<file path="config.mk">
export PLATFORM = sky130hd
export DESIGN_NAME = frame_decoder
export DESIGN_NICKNAME = d
export VERILOG_FILES = /design/src/rtl/frame_decoder.sv
export SDC_FILE = /design/constraint.sdc
export NUM_CORES = 1
export LEC_CHECK = 0
export BUFFER_PORTS_ARGS = -buffer_cell sky130_fd_sc_hd__buf_2
export CAP_MARGIN = 20
export CORE_ASPECT_RATIO = 1.4
export CORE_MARGIN = 3
export CORE_UTILIZATION = 45
export DETAILED_ROUTE_END_ITERATION = 8
export GPL_ROUTABILITY_DRIVEN = 0
export GPL_TIMING_DRIVEN = 1
export HOLD_SLACK_MARGIN = 0.05
export PLACE_DENSITY = 0.58
export SYNTH_ARGS = -nofsm -noshare
export SYNTH_HDL_FRONTEND = slang
export SYNTH_SLANG_ARGS = --single-unit
export TNS_END_PERCENT = 5
</file>
<file path="constraint.sdc">
create_clock -name clk -period 2.4 [get_ports clk]
set_input_delay 0 -clock clk [delete_from_list [all_inputs] [get_ports clk]]
set_output_delay 0 -clock clk [all_outputs]
set_load 0.1 [all_outputs]
</file>
<file path="src/rtl/frame_decoder.sv">
// Receive-side deframer for the slot-timed encoder byte stream.
// Skips the guard interval, samples one byte per slot, buffers the frame and drains it as a valid/ready burst.
//
// state   | meaning
// --------+-------------------------------------------------------------
// S_IDLE  | waiting for a start strobe
// S_GUARD | counting leading guard cycles, din ignored
// S_SLOT  | timing byte slots, sampling din in the final cycle of each
// S_TAIL  | counting tail guard cycles after the end strobe
// S_DRAIN | presenting buffered bytes oldest first on the valid/ready port
module frame_decoder #(
   parameter int SIZE      = 20,
   parameter int LEFT_PAD  = 80,
   parameter int SLOT      = 8,
   parameter int RIGHT_PAD = 16
) (
   input  logic       clk,
   input  logic       reset_n,
   input  logic [7:0] din,
   input  logic       ind,
   output logic [7:0] dout,
   output logic       dout_valid,
   input  logic       dout_ready,
   output logic       dout_last,
   output logic [4:0] frame_len,
   output logic       frame_error
);

   localparam int CW   = 5;
   localparam int TMAX = (LEFT_PAD > RIGHT_PAD) ? ((LEFT_PAD > SLOT) ? LEFT_PAD : SLOT)
                                                : ((RIGHT_PAD > SLOT) ? RIGHT_PAD : SLOT);
   localparam int TW   = $clog2(TMAX);

   typedef enum logic [2:0] {S_IDLE, S_GUARD, S_SLOT, S_TAIL, S_DRAIN} state_t;

   state_t          state;
   logic [TW-1:0]   timer;
   logic [CW-1:0]   byte_cnt;
   logic [CW-1:0]   rd;
   logic [7:0]      buffer [SIZE];
   logic            wr_en;

   // A slot completing while the buffer is already full is an overflow, so it never writes.
   assign wr_en = (state == S_SLOT) && (timer == '0) && (byte_cnt != CW'(SIZE));

   always_ff @(posedge clk) begin
      if (wr_en) buffer[byte_cnt] <= din;
   end

   always_ff @(posedge clk or negedge reset_n) begin
      if (!reset_n) begin
         state       <= S_IDLE;
         timer       <= '0;
         byte_cnt    <= '0;
         rd          <= '0;
         dout        <= '0;
         dout_valid  <= 1'b0;
         dout_last   <= 1'b0;
         frame_len   <= '0;
         frame_error <= 1'b0;
      end else begin
         frame_error <= 1'b0;
         case (state)
            S_IDLE: begin
               if (ind) begin
                  state    <= S_GUARD;
                  timer    <= TW'(LEFT_PAD - 1);
                  byte_cnt <= '0;
               end
            end
            S_GUARD: begin
               if (ind) begin
                  frame_error <= 1'b1;
                  byte_cnt    <= '0;
                  state       <= S_IDLE;
               end else if (timer == '0) begin
                  state <= S_SLOT;
                  timer <= TW'(SLOT - 1);
               end else begin
                  timer <= timer - TW'(1);
               end
            end
            S_SLOT: begin
               if (timer == '0) begin
                  if (byte_cnt == CW'(SIZE)) begin
                     frame_error <= 1'b1;
                     byte_cnt    <= '0;
                     state       <= S_IDLE;
                  end else begin
                     byte_cnt <= byte_cnt + CW'(1);
                     if (ind) begin
                        state <= S_TAIL;
                        timer <= TW'(RIGHT_PAD - 1);
                     end else begin
                        timer <= TW'(SLOT - 1);
                     end
                  end
               end else if (ind) begin
                  frame_error <= 1'b1;
                  byte_cnt    <= '0;
                  state       <= S_IDLE;
               end else begin
                  timer <= timer - TW'(1);
               end
            end
            S_TAIL: begin
               if (ind) begin
                  frame_error <= 1'b1;
                  byte_cnt    <= '0;
                  state       <= S_IDLE;
               end else if (timer == '0) begin
                  state      <= S_DRAIN;
                  rd         <= '0;
                  dout       <= buffer[0];
                  dout_valid <= 1'b1;
                  dout_last  <= (byte_cnt == CW'(1));
                  frame_len  <= byte_cnt;
               end else begin
                  timer <= timer - TW'(1);
               end
            end
            S_DRAIN: begin
               // A strobe here is an overrun: flagged, but the drain carries on untouched.
               if (ind) frame_error <= 1'b1;
               if (dout_ready) begin
                  if (dout_last) begin
                     state      <= S_IDLE;
                     dout       <= '0;
                     dout_valid <= 1'b0;
                     dout_last  <= 1'b0;
                     frame_len  <= '0;
                  end else begin
                     rd        <= rd + CW'(1);
                     dout      <= buffer[rd + CW'(1)];
                     dout_last <= ((rd + CW'(2)) == byte_cnt);
                  end
               end
            end
            default: state <= S_IDLE;
         endcase
      end
   end

endmodule

</file>
# [Word level (Yosys, flattened, before mapping)]
# Memory sizes are Yosys's and may differ from the RTL's.
# Cells that the tools add are included.
[totals] ff_bits=36 ram_bits=160 input_bits=12 out_inout_bits=16 elab_cells=107 n_memories=1
[classes] n_addsub=4 eq_ne=22 mux=57 n_reduce_logical=14
[memory_table] name="buffer" words=20 word_bits=8 rd=2 rd_ports_with_merged_regs=0 wr=1 line_no="40" text="logic [7:0] buffer [SIZE];"
[op_table] operator="2-to-1 mux 7 bit" n=8
[op_table] operator="2-to-1 mux 5 bit" n=11
[op_table] operator="2-to-1 mux 3 bit" n=11
[op_table] operator="2-to-1 mux 8 bit" n=4
[op_table] operator="one-hot mux 5 bit (2 select lines)" n=3
[op_table] operator="one-hot mux 7 bit (4 select lines)" n=1
[op_table] operator="!= test 2 bit, second input constant" n=8
[op_table] operator="one-hot mux 8 bit (2 select lines)" n=1
[op_table] operator="one-hot mux 3 bit (5 select lines)" n=1
[op_table] operator="AND reduction 7 bit" n=2
[op_table] operator="2-to-1 mux 1 bit" n=13
[op_table] operator="adder 5 x 1 -> 5 bit, second input constant" n=2
[op_table] operator="AND reduction 5 bit" n=2
[op_table] operator="!= test 3 x 2 -> 1 bit, second input constant" n=3
[op_table] operator="!= test 3 bit, second input constant" n=3
[op_table] operator="zero test 7 bit" n=1
[op_table] operator="subtractor 7 x 1 -> 7 bit, second input constant" n=1
[op_table] operator="== test 3 x 2 -> 1 bit, second input constant" n=2
[op_table] operator="one-hot mux 1 bit (2 select lines)" n=3
[op_table] operator="OR reduction 3 bit" n=2
[op_table] operator="adder 5 x 2 -> 5 bit, second input constant" n=1
[op_table] operator="== test 5 x 1 -> 1 bit, second input constant" n=1
[op_table] operator="== test 5 bit" n=1
[op_table] operator="== test 5 bit, second input constant" n=1
[op_table] operator="other kinds (9)" n=11

# [Longest topological paths before layout]
[depth] ltp_word=5 mapped_depth=9 mapped_depth_nobuf=7

# [Worst setup path before layout]
# Ideal clock, no wire load.
[synth_timing] path_kind="register to register" startpoint="reg byte_cnt[0]" endpoint="mem buffer[15][0], enable pin" setup_time_ns=0.370 t_arrival_ns=1.847 t_required_ns=2.030 slack_ns=0.183 path_stages_with_launch=8 path_buffers=1 period_less_slack_ns=2.217 path_cell_list="dfrtp_1 > inv_1 > ha_1 > and4b_2 > and4b_1 > buf_6 > nand2_1 > nor2_1"
[synth_between] elab_chain_len=4
[synth_rtl] item="from (decl)" line_no="38" text="logic [CW-1:0] byte_cnt;"
[synth_rtl] item="from (signal assigned)" line_no="90" text="byte_cnt <= byte_cnt + CW'(1);"
[synth_rtl] item="!= test 5 bit" line_no="44" text="assign wr_en = (state == S_SLOT) && (timer == '0) && (byte_cnt != CW'(SIZE));"
[synth_rtl] item="logical AND 1 bit" line_no="44"
[synth_rtl] item="2-to-1 mux 1 bit" line_no="47" text="if (wr_en) buffer[byte_cnt] <= din;"
[synth_rtl] item="2-to-1 mux 1 bit (not written as such)" line_no="47"
[synth_rtl] item="to (decl)" line_no="40"
# Several ways; a longest one is shown, not always the timed one.

# [Final worst setup path]
[layout_timing] startpoint="reg state[0]" endpoint="reg dout[6]"
[layout_between] elab_chain_len=3 word_cells_on_any_way=8 classes_between="eq/ne: 5; mux: 1; reduce/logical: 2"
[layout_rtl] item="from (decl)" line_no="36" text="state_t state;"
[layout_rtl] item="from (signal assigned)" line_no="52" text="state <= S_IDLE;"
[layout_rtl] item="from (signal assigned)" line_no="66" text="state <= S_GUARD;"
[layout_rtl] item="from (signal assigned)" line_no="75" text="state <= S_IDLE;"
[layout_rtl] item="== test 3 x 2 -> 1 bit or == test 3 bit (tied branches)" line_no="63" text="case (state)"
[layout_rtl] item="!= test 2 bit (no source line) or nonzero test 2 bit (tied branches)"
[layout_rtl] item="AND reduction 4 bit (no source line)"
[layout_rtl] item="to (signal assigned)" line_no="114" text="dout <= buffer[0];"
[layout_rtl] item="to (signal assigned)" line_no="134" text="dout <= buffer[rd + CW'(1)];"
[layout_rtl] item="to (decl)" line_no="21" text="output logic [7:0] dout,"
# Several ways; a longest one is shown, not always the timed one.
# A chain may end at the register's enable or synchronous reset.

==> results.sh <==
export IMPL_tns_ns=0
export IMPL_crit_fanout=8
export IMPL_met1_usage_pct=26.3
export IMPL_grt_overflow_total=0
export IMPL_vdd_drop_max_v=0.000471
export IMPL_drc_errors=0
export IMPL_cellLeakagePower_nw=3.30
export IMPL_ys_types=60
export IMPL_clkTransAtPathRegs_ns=0.08
export IMPL_fin_skew_ns=0.0161
export IMPL_grt_max_degree=46
export IMPL_synth_top_cell_area_share_pct=56.8
export IMPL_core_area_um2=18200
export IMPL_diodes=0
export IMPL_finalCritPeriodShare_pct=94.1
export IMPL_grt_busiest_layer="met2"
export IMPL_clkLatencyLatePin_ns=0.44
export IMPL_die_width_um=122
export IMPL_critPathSlowestCell="or3b_1"
export IMPL_worstMarginPinSlew_ns=0.834
export IMPL_avgSynthCellArea_um2=15.5
export IMPL_grtUsageTotal_pct=20.8
export IMPL_wl_per_cell_um=23.2
export IMPL_numClockSinks=196
export IMPL_pin_count=28
export IMPL_ant_nets=0
export IMPL_grt_pass1_wl_um=31600
export IMPL_syn_nets=564
export IMPL_placed_area_um2=9060
export IMPL_synth_seq_cells=196
export IMPL_layout_common_cells="160 x edfxtp_1, 43 x nor2_1, 41 x buf_4, 40 x mux4_2, 38 x nand3_1"
export IMPL_slowest_delay_ns=0.55
export IMPL_cts_root_buf="clkbuf_16"
export IMPL_p_sw_share_pct=34.9
export IMPL_crit_arrival_ns=2.64
export IMPL_status="finished clean"
export IMPL_cts_tree="yes"
export IMPL_start_kind="flop"
export IMPL_synth_area_top_cells="edfxtp_1 57%, dfrtp_1 11%, mux4_2 11%, nand3_1 2.2%, o21ai_0 2.2%"
export IMPL_vias=5020
export IMPL_crit_type="flop to flop"
export IMPL_yosysTopAreaCell="edfxtp_1"
export IMPL_first_global_vias=5173
export IMPL_max_cap_viol_count=0
export IMPL_dieArea_um2=20500
export IMPL_synth_ff_type="edfxtp_1"
export IMPL_cts_buffers=17
export IMPL_use_met2_pct=36.7
export IMPL_period_needed_ns=2.26
export IMPL_portBuffers=27
export IMPL_globalRouteMet3Util_pct=3.70
export IMPL_wl_um=20100
export IMPL_p_clk_share_pct=31.8
export IMPL_syn_area_um2=8460
export IMPL_drt_iter0_drc=416
export IMPL_layout_nets=634
export IMPL_drive_gt1_share_pct=26.5
export IMPL_netSwitchingPower_w=0.00319
export IMPL_final_max_slew_viol_count=0
export IMPL_max_freq_mhz=443
export IMPL_core_rowCount=58
export IMPL_initial_utilization_pct=46.4
export IMPL_critical_path_top_delay_family="simple AND/OR/NAND/NOR gates"
export IMPL_syn2layout_area_growth_pct=15.8
export IMPL_maxSlewHeadroom_pct=44.4
export IMPL_final_setup_viol_count=0
export IMPL_worstSetupEndpointType="flop"
export IMPL_synthArstFlopShare_pct=18.4
export IMPL_viasPerCell=5.79
export IMPL_die_h_um=168
export IMPL_synth_enable_flop_cells=160
export IMPL_p_int_w=0.00594
export IMPL_worst_ep_required_time_ns=2.78
export IMPL_crit_chain="or3b_1 -> nor2_2 -> buf_4 -> o21ai_0 -> a41oi_1 -> o22a_1"
export IMPL_combPwrFrac_pct=24.5
export IMPL_drtPass1Iterations=5
export IMPL_cp_buffers_inverters=1
export IMPL_rsz0062_at_grt="false"
export IMPL_grt_antenna_before_repair=0
export IMPL_hold_path_class="input pin to flop"
export IMPL_fillers=1452
export IMPL_post_cts_buffers=0
export IMPL_hold_viol=0
export IMPL_synthCells=544
export IMPL_total_power_w=0.00913
export IMPL_htree_levels=4
export IMPL_hpwl_um=14000
export IMPL_yosysSeqAreaShare_pct=67.5
export IMPL_layout_commonest_cell="edfxtp_1"
export IMPL_cts_max_path_buffers=2
export IMPL_ys_warn_count=0
export IMPL_final_cell_area_um2=9790
export IMPL_power_density_nw_per_um2=932
export IMPL_seqPwrFrac_pct=43.7
## path summary, 6_finish.rpt
kind                           from  slack [ns]       endpoint  cells past startpoint
setup / recovery           state[0]        0.14        dout[6]                      6
hold / removal               din[2]        0.06  buffer[16][2]                      1
setup reg to reg           state[0]        0.14        dout[6]                      6
hold reg to reg             dout[5]        0.53        dout[5]                      1
max in group asynchronous   reset_n        1.63          rd[0]                      2
min in group asynchronous   reset_n        0.21       state[2]                      2
## per-stage QoR
stage	util [%]	cells	hold slack, ns	worst slack [ns]
after floorplan	-	544	-0.296	0.183
after global placement	49.8	825	0.136	0.0793
after detailed placement	49.8	825	0.149	0.0434
after CTS	53.6	867	0.0677	0.0246
after global routing	53.8	867	0.0662	0.0210
final	53.8	867	0.0613	0.142
## worst reg2reg max path, cell delays in order, from the launching register on
cell	delay, ns
dfrtp_1	0.45
or3b_1	0.55
nor2_2	0.30
buf_4	0.20
o21ai_0	0.10
a41oi_1	0.40
o22a_1	0.20
## kinds of logic after synthesis
family	synth area share (%)
AND/OR/NAND/NOR	8.92
multiplexers	10.9
XOR/XNOR	1.45
adder cells (fa/ha/maj)	1.18
AO/OA/AOI/OAI	7.44
buffers and inverters	2.63
flip-flops	67.5
## state kept, by name (all words and copies together) (netlist names)
signal       count
frame_len        5
frame_error      1
state            3
timer            7
dout_last        1
byte_cnt         5
buffer         160
rd               5
dout             8
dout_valid       1
## power by group through the flow
| stage | combinational [W] | clock, W | sequential [W] |
|---|---|---|---|
| final | 0.00223 | 0.00291 | 0.00399 |
| after global routing | 0.00236 | 0.00310 | 0.00401 |
| after CTS | 0.00224 | 0.00296 | 0.00399 |
| after detailed placement | 0.00223 | 0 | 0.00407 |
| after global placement | 0.00220 | 0 | 0.00406 |
| after floorplan | 0.000904 | 0 | 0.00492 |
## cells in the mapped netlist (2+ instances only)
| library cell | instances |
|---|---|
| and2b_2 | 2 |
| o21ai_0 | 37 |
| o31ai_1 | 4 |
| ha_1 | 8 |
| nand2b_1 | 4 |
| mux2i_1 | 2 |
| a21o_1 | 2 |
| xnor2_1 | 9 |
| or4_1 | 2 |
| xor2_1 | 5 |
| o22a_1 | 9 |
| dfrtp_1 | 36 |
| a21oi_1 | 15 |
| inv_1 | 12 |
| clkbuf_1 | 9 |
| nor3_1 | 6 |
| o21a_1 | 3 |
| nor3b_1 | 2 |
| edfxtp_1 | 160 |
| o21ai_2 | 2 |
| nand3b_1 | 4 |
| or3_1 | 4 |
| nand2_1 | 24 |
| a41oi_1 | 8 |
| buf_6 | 3 |
| clkbuf_8 | 3 |
| or3b_2 | 2 |
| o22ai_1 | 2 |
| mux4_2 | 40 |
| buf_1 | 3 |
| buf_2 | 10 |
| a31oi_1 | 5 |
| nor2_1 | 43 |
| nand3_1 | 38 |
## what timing repair did
action / in CTS / in global routing
hold buffers: 10 / 0
endpoints found under the setup margin: 0 / 171
gates resized for setup: 0 / 6
hold endpoints to repair: 122 / 0
## metal layers
layer	vias up	part of all wire [%]	wire length, um
met5	-	0	0
met4	0	1.4	279
met3	19	3.3	671
met2	132	55	11000
met1	2602	41	8160
li1	2267	-	-
## final cells by class
type	count	area (um2)	area share [%]
Clock buffer	17	425	4.34
Tap cell	240	300	3.07
Clock inverter	15	180	1.84
Timing Repair Buffer	80	583	5.95
Sequential cell	196	5710	58.3
Inverter	12	45.0	0.460
Multi-Input combinational cell	307	2550	26.1
(Power assumes the default switching activity.)
